### config.mk
export PLATFORM = sky130hd
export DESIGN_NAME = jk_btn_cmd
export DESIGN_NICKNAME = d
export VERILOG_FILES = /design/src/rtl/jk_btn_cmd.sv
export SDC_FILE = /design/constraint.sdc
export NUM_CORES = 1
export LEC_CHECK = 0
export ABC_AREA = 1
export BUFFER_PORTS_ARGS = -buffer_cell sky130_fd_sc_hd__clkbuf_2
export CAP_MARGIN = 20
export CORE_ASPECT_RATIO = 1.2
export CORE_MARGIN = 2
export CORE_UTILIZATION = 35
export CTS_BUF_LIST = sky130_fd_sc_hd__clkbuf_4 sky130_fd_sc_hd__clkbuf_8
export DETAILED_ROUTE_END_ITERATION = 12
export SLEW_MARGIN = 30
export SYNTH_ARGS = -nofsm -noshare
export SYNTH_HDL_FRONTEND = slang
export SYNTH_SLANG_ARGS = --single-unit
### constraint.sdc
create_clock -name clk -period 2.4 [get_ports clk]
set_clock_uncertainty 0.2 [all_clocks]
set_input_delay 0 -clock clk [delete_from_list [all_inputs] [get_ports clk]]
set_output_delay 0 -clock clk [all_outputs]
set_load 0.01 [all_outputs]
### src/rtl/jk_btn_cmd.sv
// jk_btn_cmd: synchronise and debounce two buttons into one-cycle j/k commands with a command counter.
// Define AUTOREPEAT_EN to re-fire a held button's press event every REPEAT_CYCLES cycles.
module jk_btn_cmd #(
  parameter int DEBOUNCE_CYCLES = 16,
  parameter int REPEAT_CYCLES = 64
) (
  input  logic       clk,
  input  logic       rst_n,
  input  logic       btn_set,
  input  logic       btn_clr,
  output logic       j,
  output logic       k,
  output logic       set_level,
  output logic       clr_level,
  output logic [7:0] cmd_count
);
  localparam int CW = $clog2(DEBOUNCE_CYCLES + 1);
  localparam logic [CW-1:0] DMAX = CW'(DEBOUNCE_CYCLES);
  typedef enum logic [1:0] {RELEASED, PRESS_PEND, PRESSED, RELEASE_PEND} state_t;
  logic [1:0] raw, press, lvl_nx;
  assign raw = {btn_clr, btn_set};
  for (genvar g = 0; g < 2; g++) begin : ch
    logic [1:0] sync;
    logic s, fire;
    state_t st, st_nx;
    logic [CW-1:0] cnt, cnt_nx;
    assign s = sync[1];
    always_ff @(posedge clk) begin
      sync <= rst_n ? {sync[0], raw[g]} : 2'b0;
      st <= rst_n ? st_nx : RELEASED;
      cnt <= rst_n ? cnt_nx : '0;
    end
    always_comb begin
      st_nx = st;
      cnt_nx = cnt;
      fire = 1'b0;
      case (st)
        RELEASED: if (s) begin
          st_nx = (DMAX == CW'(1)) ? PRESSED : PRESS_PEND;
          cnt_nx = CW'(1);
          fire = (DMAX == CW'(1));
        end
        PRESS_PEND: if (!s) st_nx = RELEASED;
        else begin
          cnt_nx = cnt + CW'(1);
          if (cnt_nx == DMAX) begin
            st_nx = PRESSED;
            fire = 1'b1;
          end
        end
        PRESSED: if (!s) begin
          st_nx = (DMAX == CW'(1)) ? RELEASED : RELEASE_PEND;
          cnt_nx = CW'(1);
        end
        default: if (s) st_nx = PRESSED;
        else begin
          cnt_nx = cnt + CW'(1);
          if (cnt_nx == DMAX) st_nx = RELEASED;
        end
      endcase
    end
    assign lvl_nx[g] = (st_nx == PRESSED) || (st_nx == RELEASE_PEND);
`ifdef AUTOREPEAT_EN
    localparam int RW = $clog2(REPEAT_CYCLES + 1);
    localparam logic [RW-1:0] RMAX = RW'(REPEAT_CYCLES - 1);
    logic [RW-1:0] rpt;
    logic rfire;
    // Interval restarts whenever PRESSED is (re)entered or left, and after each repeat.
    assign rfire = (st == PRESSED) && (st_nx == PRESSED) && (rpt == RMAX);
    always_ff @(posedge clk)
      rpt <= (!rst_n || rfire || st != PRESSED || st_nx != PRESSED) ? '0 : rpt + RW'(1);
    assign press[g] = fire | rfire;
`else
    assign press[g] = fire;
`endif
  end
  always_ff @(posedge clk) begin
    if (!rst_n) begin
      j <= 1'b0;
      k <= 1'b0;
      set_level <= 1'b0;
      clr_level <= 1'b0;
      cmd_count <= '0;
    end else begin
      j <= press[0];
      k <= press[1];
      set_level <= lvl_nx[0];
      clr_level <= lvl_nx[1];
      cmd_count <= cmd_count + 8'(j | k);
    end
  end
endmodule

==> impl_metrics.tcl <==
set metrics [dict create \
    rrSetupSlack_ps 620 \
    hpwl_mm 1.61 \
    clock_sinks 28 \
    cts_resized 0 \
    worst_pin_slew_ps 426 \
    grtUsageTotal 0.127 \
    first_iter_violations 21 \
    drc 0 \
    design_area_mm2 0.00143 \
    arrival_ps 1750 \
    worstReg2RegEnd "cmd_count[6]" \
    crit_fanout 2 \
    post_drt_wl_per_cell_um 10.2 \
    syn_inst 158 \
    io_pins 16 \
    syn-num-nets 166 \
    rows 23 \
    synth-simple-area-share 0.297 \
    power_mw 0.794 \
    worstPathRequired_ps 2370 \
    clock-root-buffer "clkbuf_8" \
    hold_class "register to register" \
    die_w_um 57.8 \
    cp-end-kind "register" \
    yosysWarnings 0 \
    final_antenna_net_count 0 \
    holdPathStages 2 \
    drt_wl_total_mm 2.20 \
    antenna_found_initial 0 \
    cts_made_buffers 3 \
    start_util 0.364 \
    grt_pass1_vias 955 \
    layout_commonest_cell "nand2_1" \
    synth-xor-area-share 0.0278 \
    drv_slew 0 \
    setup_viol 0 \
    finalCriticalPeriod_ps 1780 \
    synthAdderAreaFrac 0.0412 \
    viasPerCell 4.69 \
    cts.htree.levels 1 \
    worstSetupStartpointType "register" \
    r2r_cells 9 \
    place_ws_ps 632 \
    synth_top_family_by_area "simple AND/OR/NAND/NOR gates" \
    clock_latency_ps 270 \
    rsz0062_at_grt "false" \
    cts_tree "yes" \
    p_leak_nw 0.648 \
    via_count 1013 \
    gp_congestion 0.792 \
    grt-ovfl-total 0 \
    hp-start "ch[1].sync[0]" \
    drive_gt1_frac 0.173 \
    status "completed" \
    synthDistinctLibCells 24 \
    power_density_mw_per_mm2 557 \
    synth_seq_cells 28 \
    finalCritPeriodShare 0.742 \
    numPortBuffers 15 \
    die_h_um 68.5 \
    syn_to_final_growth_pct 17.4 \
    peakVddDrop_mv 0.379 \
    grt_pass1_wl_mm 3.88 \
    slew_headroom 0.714 \
    placed_area_mm2 0.00132 \
    die-area_mm2 0.00396 \
    cts_hold_buf 5 \
    antenna_cells 0 \
    nNetsFinal 188 \
    ys_seq_area_frac 0.461 \
    synth_compound_area_frac 0.0865 \
    grt_max_degree 19 \
    synthMuxAreaShare 0 \
    core_area_mm2 0.00334 \
    final_cell_mix "nand2_1, dfxtp_1, inv_1" \
    whs_endpoint "ch[1].sync[1]" \
    cts_buffer_depth 2 \
    synthesis.area_mm2 0.00121 \
    postCtsSetupRepairBufs 0 \
    hold_viol 0 \
    holdWs_ps 225 \
    maxCapViolations 0 \
    crit_type "register to register" \
    clk_pin_slew_ps 90 \
    max_freq_mhz 562 \
    dr.pass1.iters 4 \
    syn_area_per_cell_um2 7.69 \
    fin_ws_ps 620 \
    finalSetupTns_ps 0 \
    r2r_start "k" \
]
==> registers in the layout, indices dropped and copies added (netlist names) <==
signal,flops
ch.sync,4
k,1
ch.st,4
cmd_count,8
j,1
ch.cnt,10
==> per-layer routing <==
metal | vias up | track usage | wire length, um
li1 | 545 | - | -
met1 | 452 | 0.152 | 1030
met2 | 12 | 0.222 | 1090
met3 | 4 | 0.0168 | 46
met4 | 0 | 0.0698 | 40
met5 | - | 0 | 0
==> area by class of cell <==
| type | count | area, um2 |
|---|---|---|
| Tap cell | 37 | 46.3 |
| Sequential cell | 28 | 561 |
| Clock buffer | 4 | 55.1 |
| Fill cell | 335 | 1910 |
| Timing Repair Buffer | 20 | 125 |
| Inverter | 24 | 90.1 |
| Multi-Input combinational cell | 103 | 549 |
==> logic make-up (layout without fill, tap and decap cells) <==
group | after synthesis | in the layout
AO/OA/AOI/OAI | 19 | 19
XOR/XNOR | 3 | 3
adder cells (fa/ha/maj) | 4 | 4
buffers and inverters | 27 | 48
flip-flops | 28 | 28
AND/OR/NAND/NOR | 77 | 77
==> metrics by stage <==
step	utilization	cells
floorplan	-	158
global placement	0.396	207
detailed placement	0.396	207
CTS	0.427	216
global route	0.427	216
finish	0.427	216
==> how the worst max path moves through the flow <==
| stage | to | from | cells past startpoint | slack [ps] |
|---|---|---|---|---|
| floorplan | cmd_count[6] | k | 9 | 700 |
| global placement | cmd_count[6] | k | 9 | 690 |
| detailed placement | cmd_count[6] | k | 9 | 630 |
| CTS | cmd_count[6] | k | 9 | 610 |
| global route | cmd_count[6] | k | 9 | 490 |
| finish | cmd_count[6] | k | 9 | 620 |
==> power by group <==
group	leakage, nW	internal (mW)	switching (mW)
clock network	0.0288	0.147	0.142
registers	0.227	0.470	0.00423
logic	0.393	0.0131	0.0182
==> synthesized netlist by cell type, drive strengths merged <==
cell / instances / share of area
nand4: 7 / 0.041
buf: 3 / 0.012
nand3b: 1 / 0.0062
a22oi: 1 / 0.0062
xor2: 2 / 0.014
ha: 4 / 0.041
dfxtp: 28 / 0.46
nand3: 8 / 0.037
o21ai: 5 / 0.021
inv: 24 / 0.074
nor2: 16 / 0.062
a21oi: 11 / 0.048
a31oi: 1 / 0.0052
or2: 1 / 0.0052
nor3: 3 / 0.012
a211oi: 1 / 0.0062
xnor2: 1 / 0.013
nand2: 41 / 0.13
==> worst max-delay path, stage by stage (launching register included) <==
cell	delay, ps
dfxtp_1	320
or2_2	300
ha_1	200
ha_1	190
nand2_1	60
inv_1	40
nand2_1	80
nor2_1	60
o21ai_0	160
a21oi_1	50
(Power assumes the default switching activity.)
